--- config.mk ---
export PLATFORM = sky130hd
export DESIGN_NAME = demux1to4_buf
export DESIGN_NICKNAME = d
export VERILOG_FILES = /design/src/rtl/demux_pkg.sv /design/src/rtl/demux1to4_buf_chan_fifo.sv /design/src/rtl/demux1to4_buf.sv
export SDC_FILE = /design/constraint.sdc
export NUM_CORES = 1
export LEC_CHECK = 0
export ABC_AREA = 1
export CORE_MARGIN = 2
export CORE_UTILIZATION = 55
export DETAILED_ROUTE_END_ITERATION = 8
export GPL_ROUTABILITY_DRIVEN = 0
export HOLD_SLACK_MARGIN = 0.02
export PLACE_DENSITY = 0.83
export SYNTH_ARGS = -nofsm -noshare
export SYNTH_HDL_FRONTEND = slang
export SYNTH_HIERARCHICAL = 1
export SYNTH_SLANG_ARGS = --single-unit
export TNS_END_PERCENT = 1
--- constraint.sdc ---
create_clock -name clk -period 5.3 [get_ports clk]
set_input_delay 1.59 -clock clk [delete_from_list [all_inputs] [get_ports clk]]
set_output_delay 1.59 -clock clk [all_outputs]
set_load 0.02 [all_outputs]
--- src/rtl/demux_pkg.sv ---
// Shared constants and helpers for the 1-to-4 buffered demultiplexer.
package demux_pkg;

  localparam int NUM_CH        = 4;
  localparam int SEL_W         = 2;
  localparam int DEFAULT_WIDTH = 8;
  localparam int DEFAULT_DEPTH = 2;

  // One-hot decode of a channel select.
  function automatic logic [NUM_CH-1:0] sel_onehot(input logic [SEL_W-1:0] sel);
    logic [NUM_CH-1:0] oh;
    oh      = '0;
    oh[sel] = 1'b1;
    return oh;
  endfunction

endpackage

--- src/rtl/demux1to4_buf_chan_fifo.sv ---
// Single-channel FIFO: push to tail, pop from head, head word shown combinationally.
// DEPTH must be a power of two so the pointers wrap by plain overflow.
module chan_fifo #(
  parameter int WIDTH = 8,
  parameter int DEPTH = 2
) (
  input  logic             clk,
  input  logic             rst_n,
  input  logic             push,
  input  logic [WIDTH-1:0] push_data,
  input  logic             pop,
  output logic             full,
  output logic             empty,
  output logic [WIDTH-1:0] head
);

  localparam int PTR_W = (DEPTH > 1) ? $clog2(DEPTH) : 1;

  logic [WIDTH-1:0] mem [DEPTH];
  logic [PTR_W-1:0] wr_ptr;
  logic [PTR_W-1:0] rd_ptr;
  logic [PTR_W-1:0] last_ptr;
  logic [PTR_W:0]   count;
  logic             push_ok;
  logic             pop_ok;

  // A full FIFO refuses a push even when it pops in the same cycle.
  assign full    = (count == (PTR_W+1)'(DEPTH));
  assign empty   = (count == '0);
  assign push_ok = push && !full;
  assign pop_ok  = pop && !empty;

  // When empty, show the slot just behind the read pointer: that is the
  // word most recently popped, so the output holds its last head value.
  assign last_ptr = rd_ptr - 1'b1;
  assign head     = empty ? mem[last_ptr] : mem[rd_ptr];

  // Storage: cleared by reset so the data output reads zero while in reset.
  always_ff @(posedge clk or negedge rst_n) begin
    if (!rst_n) begin
      for (int i = 0; i < DEPTH; i++) begin
        mem[i] <= '0;
      end
    end else if (push_ok) begin
      mem[wr_ptr] <= push_data;
    end
  end

  // Pointer advance, wrapping modulo DEPTH.
  always_ff @(posedge clk or negedge rst_n) begin
    if (!rst_n) begin
      wr_ptr <= '0;
      rd_ptr <= '0;
    end else begin
      if (push_ok) wr_ptr <= wr_ptr + 1'b1;
      if (pop_ok)  rd_ptr <= rd_ptr + 1'b1;
    end
  end

  // Occupancy 0..DEPTH; a simultaneous push and pop leaves it unchanged.
  always_ff @(posedge clk or negedge rst_n) begin
    if (!rst_n) begin
      count <= '0;
    end else begin
      case ({push_ok, pop_ok})
        2'b10:   count <= count + 1'b1;
        2'b01:   count <= count - 1'b1;
        default: count <= count;
      endcase
    end
  end

endmodule

--- src/rtl/demux1to4_buf.sv ---
// 1-to-4 demultiplexer with a small FIFO per output channel.
// The top level only decodes the push, muxes in_ready and concatenates outputs.
module demux1to4_buf
  import demux_pkg::*;
#(
  parameter int WIDTH = DEFAULT_WIDTH,
  parameter int DEPTH = DEFAULT_DEPTH
) (
  input  logic                    clk,
  input  logic                    rst_n,
  input  logic [WIDTH-1:0]        in_data,
  input  logic [SEL_W-1:0]        in_sel,
  input  logic                    in_valid,
  output logic                    in_ready,
  output logic [NUM_CH*WIDTH-1:0] out_data,
  output logic [NUM_CH-1:0]       out_valid,
  input  logic [NUM_CH-1:0]       out_ready,
  output logic [NUM_CH-1:0]       full
);

  logic [NUM_CH-1:0] push_vec;
  logic [NUM_CH-1:0] empty_vec;

  // Ready depends only on the selected channel's registered occupancy.
  assign in_ready  = !full[in_sel];
  assign push_vec  = (in_valid && in_ready) ? sel_onehot(in_sel) : '0;
  assign out_valid = ~empty_vec;

  for (genvar i = 0; i < NUM_CH; i++) begin : g_ch
    chan_fifo #(
      .WIDTH (WIDTH),
      .DEPTH (DEPTH)
    ) u_fifo (
      .clk       (clk),
      .rst_n     (rst_n),
      .push      (push_vec[i]),
      .push_data (in_data),
      .pop       (out_ready[i]),
      .full      (full[i]),
      .empty     (empty_vec[i]),
      .head      (out_data[i*WIDTH +: WIDTH])
    );
  end

endmodule

==> qor.csv <==
stage,metric,value,unit
pwr,PwrDens,682,nW/um^2
clock_tree,Post-CTS Setup Inserts,0,
layout,final instance area,5530,um^2
layout,area of the multi-input gates,2310,um^2
clock_tree,Worst-Skew Late Latency,340,ps
global_routing,largest net degree at the start of global routing,81,
layout,Antenna Cells,0,
layout,fillers,766,
setup_path,number of buffers and inverters on the critical path,3,
clock_tree,"CTS clk-pin slew, worst paths",70,ps
drt,DRC,0,
global_routing,initial antenna violation count,0,
synthesis,synth unique cells,20,
global_routing,met3 usage,0.0277,
synthesis,average footprint of a synthesized cell,7.07,um^2
place,"Cell Area, Placed",5320,um^2
synthesis,syn_nets,722,
floorplan,Die Span Y,98.9,um
setup_path,Crit. End Element,output pin,
global_routing,gr ovfl total,0,
drt,Via density,5.46,
floorplan,row count,34,
clock_tree,Num CTS Buffers,9,
sta,Setup Viol. Count Final,0,
worst_hold_path,HP Class,register to register,
clock_tree,root buf cell,clkbuf_8,
drt,WL final,11400,um
setup_path,critical-path cell list,"clkdlybuf4s50_1, inv_2, nand2_1, nand2_1, nand2_2, and2_2, clkdlybuf4s50_1",
layout,share of cells above drive strength 1,0.0515,
synthesis,"Seq/Total Area, Yosys",0.404,
synthesis,synthesized instance count,701,
pwr,Worst VDD drop,0.323,mV
global_routing,GR Util met2,0.406,
setup_path,worst setup path class,input pin to output pin,
setup_path,critical path's top delay family,buffers and inverters,
global_routing,global-route wire length before repair,19200,um
floorplan,DIE WIDTH,98.9,um
clock_tree,hold buffer count at cts,0,
setup_path,crit-path max FO,5,
layout,Layout area overhead,11.6,%
global_routing,grt met1 use,0.321,
sta,Slew HR,0.327,
pwr,Leak,2.86,nW
floorplan,die area,9790,um^2
global_routing,vias in the first global route,4286,
synthesis,post-synthesis instance area,4960,um^2
drt,wire per inst,13.4,um
global_routing,total track usage,0.240,
drt,DRT Pass-1 Iters,5,
place,placed insts,832,
sta,minimum clock period,4770,ps
clock_tree,htree depth,3,
sta,setup TNS,0,ps
layout,storage element area,2000,um^2
setup_path,worst endpoint required time,3710,ps
sta,Fin Clk Skew,9.84,ps
run_status,status,"finished, final reports clean",
sta,Final Hold Vio Count,0,
layout,post-layout net count,756,
place,HPWL after DPL,8110,um
global_routing,gr busiest metal,met2,
floorplan,initial core utilization,0.568,
sta,Slew @ Worst Pin,1010,ps
place,port buffer count,57,
sta,fin crit share,0.900,
floorplan,I/O pins,58,
setup_path,crit path DAT,3180,ps
clock_tree,Clock Path Buffers,2,
synthesis,synthesis-stage register bit count,80,
drt,drt first-iter violations,248,
sta,RSZ-0062 raised after global routing,no,
clock_tree,post_cts resized,0,
layout,Non-Filler Instances,846,
setup_path,Worst path max stage delay,600,ps
floorplan,placeable core area,8720,um^2
flow_run,max-cap viol count,0,
clock_tree,# clock sinks,80,
setup_path,Startpoint Class,input pin,
synthesis,YS warnings,6,
clock_tree,CTS tree,yes,
sta,Achievable Freq,210,MHz
drt,DR vias,4618,
drt,Final ANT Viol Nets,0,
setup_path,"Slowest-stage cell, CP",clkdlybuf4s50_1,
sta,fin. max-slew vios,0,
-- power breakdown --
group	switching, mW	total [mW]	internal [mW]
clock network	0.213	0.486	0.273
logic	1.26	2.08	0.824
registers	0.309	1.20	0.893
-- flip-flops by register name, summed over array words and instances, names as in the netlist --
signal              flops
g_ch.u_fifo/mem        64
g_ch.u_fifo/rd_ptr      4
g_ch.u_fifo/wr_ptr      4
g_ch.u_fifo/count       8
-- per-stage QoR --
stage | utilization | hold WS [ps] | setup slack [ps] | power (mW)
final | 0.634 | 475 | 529 | 3.77
after global routing | 0.634 | 499 | 444 | 4.10
after CTS | 0.634 | 476 | 520 | 3.78
after detailed placement | 0.610 | 458 | 525 | 3.29
after global placement | 0.610 | 454 | 615 | 3.20
after floorplan | - | 442 | 1690 | 2.68
-- cell type report --
type / instances / share of cell area
timing repair buffer: 59 / 0.105
inverter: 77 / 0.0522
multi-input combinational: 508 / 0.418
tap: 108 / 0.0244
clock inverter: 3 / 0.0122
sequential: 80 / 0.362
clock buffer: 11 / 0.0256
-- Yosys cell counts --
| library cell | count | share of area |
|---|---|---|
| inv_2 | 9 | 0.0068 |
| buf_4 | 4 | 0.0061 |
| nand2_1 | 331 | 0.25 |
| buf_6 | 16 | 0.036 |
| o21ai_0 | 40 | 0.040 |
| buf_12 | 4 | 0.016 |
| buf_2 | 12 | 0.012 |
| nand2_2 | 7 | 0.0088 |
| nand3_2 | 1 | 0.0020 |
| ha_1 | 4 | 0.010 |
| o21ai_1 | 28 | 0.028 |
| clkinv_1 | 4 | 0.0030 |
| and2_2 | 1 | 0.0015 |
| nand4_1 | 70 | 0.088 |
| nor2_1 | 10 | 0.0076 |
| inv_1 | 64 | 0.048 |
| dfrtp_1 | 80 | 0.40 |
| xnor2_1 | 4 | 0.0071 |
| nand3_4 | 4 | 0.014 |
| nand3_1 | 8 | 0.0081 |
-- worst paths after layout --
path,start,to,slack (ps),cells past startpoint
setup / recovery,in_sel[0],in_ready,530,7
hold / removal,g_ch[2].u_fifo/mem[2],g_ch[2].u_fifo/mem[2],480,2
setup reg to reg,g_ch[0].u_fifo/count[0],g_ch[1].u_fifo/count[1],2610,14
hold reg to reg,g_ch[2].u_fifo/mem[2],g_ch[2].u_fifo/mem[2],480,2
max in group asynchronous,rst_n,g_ch[1].u_fifo/mem[12],3240,1
min in group asynchronous,rst_n,g_ch[2].u_fifo/count[0],1410,1
-- cells by family (layout without fill, tap and decap cells) --
kind of cell,after synthesis,after routing,share of synthesized area
AOI/OAI and AO/OA,68,68,0.0687
xor gates and xnor gates,4,4,0.00707
adders and majority gates,4,4,0.0101
buffers and inverters,113,150,0.129
DFF,80,80,0.404
and+or+nand+nor,432,432,0.381
-- cell usage in the layout (no fill, tap or decap), drive strengths merged --
master         netlist  layout
xnor2                4       4
inv                 73      73
nand2              338     338
ha                   4       4
dfrtp               80      80
nor2                10      10
bufinv               0       2
nand3               13      13
clkinvlp             0       1
buf                 36       3
clkbuf               0      11
o21ai               68      68
clkdlybuf4s50        0      56
and2                 1       1
nand4               70      70
clkinv               4       4
-- layer usage --
layer / share of wire / vias up / routed length, um
li1: - / 2301 / -
met1: 0.44 / 2145 / 4980
met2: 0.50 / 147 / 5630
met3: 0.049 / 25 / 556
met4: 0.018 / 0 / 201
met5: 0 / - / 0
-- worst reg2reg max path: stages, from the launching register on --
cell and delay [ps]:
dfrtp_1 420, inv_2 70, nand2_2 290, inv_1 190
nand2_1 130, nand2_2 70, inv_1 70, nand4_1 130
inv_1 470, nand2_1 160, ha_1 330, inv_1 80
nand3_1 70, nand2_1 60, nand2_1 40
Power figures use the tool's default switching activity.
==> variant 1, RTL diff (same flow settings) <==
The package constant `SEL_W` goes from 2 to 1.
--- a/src/rtl/demux_pkg.sv
+++ b/src/rtl/demux_pkg.sv
@@ -3,5 +3,5 @@
 
   localparam int NUM_CH        = 4;
-  localparam int SEL_W         = 2;
+  localparam int SEL_W         = 1;
   localparam int DEFAULT_WIDTH = 8;
   localparam int DEFAULT_DEPTH = 2;
Interface: changed (resized in_sel); port bits go from 58 to 57. The function was not compared with the original's and may differ.
==> variant 1 against the original RTL <==
Sequential cell count unchanged. Synthesized cell count shrank 1.6%. First-iteration DRC count shrank 23%. Combinational power up 4%. Critical endpoint unchanged. Maximum frequency rose by 8.9%. Power grew 3.9%. Sequential share of layout area grew 0.26 points. Cell area decreased by 0.70%. Routed wire length shrank 3.2%. Worst setup slack gained 0.39 ns. Non-clock buffer count shrank 2. Area after synthesis down 1.2%.
==> variant 1: results (changes against the original RTL) <==
Setup path:
- The cell at the slowest stage of the critical path is sky130_fd_sc_hd__clkdlybuf4s50_1.
- The critical path arrival is 2.79 ns (-0.39 ns).
- The top fanout value on the critical path was 2 (-3).

Detailed routing:
- The count of TritonRoute iterations in the first routing pass is 4 (-1).
- The detailed-route via count came to 4493 (-2.7%).
- The number of DRC markers in iteration 0 is 191 (-23%).
- The post-detailed-route wirelength per cell is 13.2 um (-2.0%).

Global routing:
- The number of antenna violations at the first check in global routing is 0 (unchanged).
- The number of global-route vias before repair is 4066 (-5.1%).
- The largest net degree at the start of global routing came to 81 (unchanged).
- The first-pass GRT wire length is 18400 um (-3.9%).
- The overall track demand over capacity in global routing is 0.234 (-0.00603).

STA:
- The worst setup skew after layout is 0.00828 ns (-0.00156 ns).
- The slew at the pin with the worst max-slew slack is 1.00 ns (-0.00957 ns).

Clock tree:
- The number of H-tree levels is 3 (unchanged).
- The clock latency reported for the late side of the worst-skew pair was 0.36 ns (+0.02 ns).
- The count of instances resized after the clock tree is built is 0 (unchanged).
- The number of buffers added by the clock tree synthesis step is 9 (unchanged).
- The number of buffers on the longest clock path came to 2 (unchanged).

Finish:
- The fraction of final layout cells with drive strength greater than 1 is 0.0481 (-0.00341).
- The largest registers in the layout are g_ch.u_fifo/mem x64, g_ch.u_fifo/count x8.
- The number of nets in the finished design came to 743 (-1.7%).
- The filler cell count is 762 (-0.52%).
- The post-route non-filler standard cell count is 836 (-1.2%).

Yosys:
- In the post-synthesis netlist, the biggest area contributors are sky130_fd_sc_hd__dfrtp_1 41%, sky130_fd_sc_hd__nand2_1 25%, sky130_fd_sc_hd__nand4_1 8.7%.
- The post-synthesis compound-gate area fraction was 0.0695 (+0.000825).
- The proportion of synthesized area in mux cells is 0 (unchanged).
- The fraction of the mapped netlist area in adder cells came to 0.0102 (+0.000121).
- The yosys synthesis warning count was 6 (unchanged).
- The synthesized netlist cell count was 690 (-1.6%).
- By count the netlist is led by 326 x sky130_fd_sc_hd__nand2_1, 80 x sky130_fd_sc_hd__dfrtp_1, 68 x sky130_fd_sc_hd__nand4_1, 63 x sky130_fd_sc_hd__inv_1, 40 x sky130_fd_sc_hd__o21ai_0.
- The proportion of synthesized flip-flops having asynchronous set or reset is 1.00 (unchanged).
- For this run, the leading register cell type out of synthesis is sky130_fd_sc_hd__dfrtp_1.
- The proportion of synthesized chip area in sequential cells is 0.409 (+0.00485).
- The register bit total from synthesis is 80 (unchanged).
- The xor and xnor area share after synthesis is 0.00715 (+0.0000849).

Placement:
- The instance area at placement is 0.00525 sq mm (-1.4%).
- The cell total after placement came to 820 (-1.4%).
- The number of buffer cells added on primary ports is 56 (-1.8%).
- The detailed-placement wirelength estimate came to 7630 um (-5.9%).

Status:
- The run finished with clean final reports.

Pwr:
- The total leakage power is 0.00285 uW (-0.22%).
- The maximum ir drop on the vdd rail is 340 uV (+5.5%).
[variant 1: changes by cell type after synthesis]
cell                       before  now
sky130_fd_sc_hd__inv_1         64   63
sky130_fd_sc_hd__nor2_2         0    1
sky130_fd_sc_hd__and2_2         1    0
sky130_fd_sc_hd__nand2_2        7    5
sky130_fd_sc_hd__nand2_1      331  326
sky130_fd_sc_hd__conb_1         0    1
sky130_fd_sc_hd__nand3_2        1    0
sky130_fd_sc_hd__clkinv_1       4    5
sky130_fd_sc_hd__nand4_1       70   68
sky130_fd_sc_hd__nor2_1        10    9
sky130_fd_sc_hd__inv_2          9    8
[variant 1: metrics by stage]
| stage | worst slack, ns | total power, uW | util |
|---|---|---|---|
| finish | 0.919 | 3920 | 0.633 |
| global route | 0.856 | 4260 | 0.633 |
| CTS | 0.916 | 3910 | 0.633 |
| detailed placement | 0.922 | 3360 | 0.605 |
| global placement | 0.926 | 3260 | 0.605 |
| floorplan | 1.87 | 2760 | - |
[variant 1: area by class of cell]
type                    count  area [sq um]  share of cell area
clock buffers              10           128              0.0232
clock inverters             6           115              0.0210
inverters                  76           285              0.0519
multi-input cells         499          2260               0.412
flip-flops and latches     80          2000               0.364
well taps                 108           135              0.0246
repair buffers             57           566               0.103
[variant 1: layer usage]
layer	share of wire	track usage	wire length, um
met1	0.45	0.313	4920
met2	0.47	0.383	5190
met3	0.051	0.0358	563
met4	0.030	0.0959	335
met5	0	0	0
[variant 1: path summary, 6_finish.rpt]
check / start / to / slack (ns) / cells past startpoint
max reg2reg: g_ch[0].u_fifo/count[0] / g_ch[0].u_fifo/count[1] / 2.74 / 12
max: in_sel / in_ready / 0.92 / 4
min: g_ch[0].u_fifo/mem[1] / g_ch[0].u_fifo/mem[1] / 0.48 / 2
max in group asynchronous: rst_n / g_ch[1].u_fifo/mem[6] / 3.27 / 1
min in group asynchronous: rst_n / g_ch[1].u_fifo/rd_ptr / 1.39 / 1
min reg2reg: g_ch[0].u_fifo/mem[1] / g_ch[0].u_fifo/mem[1] / 0.48 / 2
[variant 1: cells by family (layout without fill, tap and decap cells)]
family / count (synthesis) / count (layout)
simple gates: 421 / 421
buf+inv: 112 / 149
flops: 80 / 80
compound gates: 68 / 68
fa+ha+maj: 4 / 4
xor+xnor: 4 / 4
other cells: 1 / 2
[variant 1: report_power, final]
part           total (uW)  internal [uW]  switching (uW)
clock network         546            316             230
logic                2160            852            1310
registers            1210            900             315
==> variant 2, RTL diff (same settings) <==
Without the edit above. Reset style: synchronous (`rst_n`), changed in 3 clocked blocks.
--- a/src/rtl/demux1to4_buf_chan_fifo.sv
+++ b/src/rtl/demux1to4_buf_chan_fifo.sv
@@ -37,5 +37,5 @@
 
   // Storage: cleared by reset so the data output reads zero while in reset.
-  always_ff @(posedge clk or negedge rst_n) begin
+  always_ff @(posedge clk) begin
     if (!rst_n) begin
       for (int i = 0; i < DEPTH; i++) begin
@@ -48,5 +48,5 @@
 
   // Pointer advance, wrapping modulo DEPTH.
-  always_ff @(posedge clk or negedge rst_n) begin
+  always_ff @(posedge clk) begin
     if (!rst_n) begin
       wr_ptr <= '0;
@@ -59,5 +59,5 @@
 
   // Occupancy 0..DEPTH; a simultaneous push and pop leaves it unchanged.
-  always_ff @(posedge clk or negedge rst_n) begin
+  always_ff @(posedge clk) begin
     if (!rst_n) begin
       count <= '0;
Check against the original RTL: differs if rst_n is asserted again (counterexample within 4 cycles, from zero or initial values and one cycle with rst_n low); with rst_n held inactive, the same outputs for 4 cycles.
==> variant 2 against the original RTL <==
Routed wire length decreased by 13%. Clock skew decreased by 0.00070 ns. Maximum frequency about the same. Highest routed layer unchanged. Worst setup slack improved by 0.0046 ns. Cell area decreased by 0.61%. Sequential cell count increased by 4. Synthesized cell count decreased by 16%. Area after synthesis decreased by 4.5%. Worst hold slack improved by 0.031 ns. Sequential share of layout area increased by 6.0 points. Register-to-register slack improved by 0.58 ns.
Power is not compared: it rests on default switching activity, and its combinational part moved more than twofold at a synthesized area within 25%.
==> variant 2: results (changes against the original RTL) <==
Global routing:
- The overall track demand over capacity in global routing was 0.213 (-0.0267).
- The number of global-route vias before repair is 3730 (-13%).
- The number of antenna violations at the first check in global routing is 0 (unchanged).
- The largest net degree at the start of global routing came to 33 (-59%).
- The first-pass GRT wire length is 16300 um (-15%).

Worst hold path:
- In this run the most critical hold path is launched from g_ch[0].u_fifo/wr_ptr.

Yosys:
- The proportion of synthesized chip area in sequential cells is 0.491 (+0.0869).
- The yosys synthesis warning count is 6 (unchanged).
- The xor and xnor area share after synthesis is 0 (-0.00707).
- The post-synth net total is 610 (-16%).
- The number of distinct library cells after synthesis was 21 (+5.0%).
- The number of flops mapped to enable cells by yosys is 64 (+64).
- The proportion of synthesized flip-flops having asynchronous set or reset is 0 (-1.00).
- In the post-synthesis netlist, the biggest area contributors are sky130_fd_sc_hd__edfxtp_1 41%, sky130_fd_sc_hd__nand2_1 11%, sky130_fd_sc_hd__dfxtp_1 8.5%.
- Ranked by instance count, the synthesized netlist is headed by 139 x sky130_fd_sc_hd__nand2_1, 104 x sky130_fd_sc_hd__inv_1, 94 x sky130_fd_sc_hd__nor2_1, 64 x sky130_fd_sc_hd__edfxtp_1, 64 x sky130_fd_sc_hd__o21ai_0.
- The fraction of the mapped netlist area in adder cells is 0.0106 (+0.000481).
- The post-synthesis compound-gate area fraction came to 0.117 (+0.0488).
- For this run, the leading register cell type out of synthesis is sky130_fd_sc_hd__edfxtp_1.
- The average instance area after synthesis is 8.03 sq um (+14%).
- The proportion of synthesized area in mux cells was 0 (unchanged).

Detailed routing:
- The total routed wire length on the met1 layer is 3860 um (-22%).
- The post-detailed-route wirelength per cell is 13.2 um (-1.8%).
- The total met2 wirelength after detailed routing came to 5100 um (-9.4%).
- The detailed-route via count is 3906 (-15%).
- The sum of met3 wire segment lengths after detailed routing is 587 um (+5.6%).
- The number of DRC markers in iteration 0 is 167 (-33%).

Placement:
- The post-placement worst setup slack is 0.537 ns (+0.0119 ns).
- The detailed-placement wirelength estimate is 7200 um (-11%).
- The cell total after placement came to 732 (-12%).
- The instance area at placement was 0.00532 sq mm (-0.16%).

Finish:
- The number of nets in the finished design is 659 (-13%).
- The largest registers in the layout are g_ch.u_fifo/mem x64, g_ch.u_fifo/count x8.
- The fraction of final layout cells with drive strength greater than 1 was 0.0732 (+0.0217).
- The post-route non-filler standard cell count came to 747 (-12%).

Status:
- The run finished with clean final reports.

Clock tree:
- The number of buffers on the longest clock path is 2 (unchanged).
- The count of instances resized after the clock tree is built came to 0 (unchanged).

STA:
- The worst setup skew after layout is 0.00914 ns (-0.000701 ns).
- The worst max-slew margin expressed relative to the limit was 0.629 (+0.301).

Setup path:
- The start point of the critical path is in_sel[0].
- The startpoint identified for the worst register-to-register timing path is g_ch[1].u_fifo/count[0].
==> variant 2: cell count changes after synthesis, moves of 8 or more <==
| cell | before | now |
|---|---|---|
| sky130_fd_sc_hd__a21oi_1 | 0 | 32 |
| sky130_fd_sc_hd__buf_6 | 16 | 4 |
| sky130_fd_sc_hd__dfrtp_1 | 80 | 0 |
| sky130_fd_sc_hd__dfxtp_1 | 0 | 20 |
| sky130_fd_sc_hd__edfxtp_1 | 0 | 64 |
| sky130_fd_sc_hd__inv_1 | 64 | 104 |
| sky130_fd_sc_hd__inv_2 | 9 | 1 |
| sky130_fd_sc_hd__nand2_1 | 331 | 139 |
| sky130_fd_sc_hd__nand3_1 | 8 | 0 |
| sky130_fd_sc_hd__nand4_1 | 70 | 6 |
| sky130_fd_sc_hd__nor2_1 | 10 | 94 |
| sky130_fd_sc_hd__nor2_4 | 0 | 8 |
| sky130_fd_sc_hd__o21ai_0 | 40 | 64 |
| sky130_fd_sc_hd__o21ai_1 | 28 | 8 |
==> variant 2: kinds of logic (layout without fill, tap and decap cells) <==
| group | Yosys count | after routing |
|---|---|---|
| adders and majority gates | 4 | 4 |
| and+or+nand+nor | 268 | 268 |
| DFF | 84 | 84 |
| AOI/OAI and AO/OA | 108 | 108 |
| buffers and inverters | 125 | 178 |
==> variant 2: cell type report <==
class	count	area, sq um
timing repair buffer	58	578
clock inverter	2	35.0
clock buffer	13	149
tap	105	131
sequential	84	2320
inverter	105	394
multi-input combinational	380	1890
fill	680	2760
==> variant 2: critical path, stage by stage <==
cell	delay, ns
sky130_fd_sc_hd__clkdlybuf4s50_1	0.57
sky130_fd_sc_hd__inv_2	0.08
sky130_fd_sc_hd__nand2_1	0.07
sky130_fd_sc_hd__nand2_2	0.06
sky130_fd_sc_hd__nand2_2	0.07
sky130_fd_sc_hd__and2_2	0.14
sky130_fd_sc_hd__clkdlybuf4s50_1	0.59
==> variant 2: worst paths after layout <==
path	endpoint	slack, ns	cells past startpoint
max	in_ready	0.53	7
min	g_ch[0].u_fifo/wr_ptr	0.51	2
max reg2reg	g_ch[3].u_fifo/count[1]	3.19	15
min reg2reg	g_ch[0].u_fifo/wr_ptr	0.51	2
==> variant 2: routing by layer <==
metal / vias up / GRT usage
met1: 1782 / 0.239
li1: 1965 / -
met4: 0 / 0.117
met2: 132 / 0.380
met3: 27 / 0.0412
met5: - / 0
==> variant 2: power by group <==
group	internal, uW	switching (uW)	total [uW]
Clock	228	205	433
Combinational	191	274	465
Sequential	746	54.4	801
Total	1170	533	1700
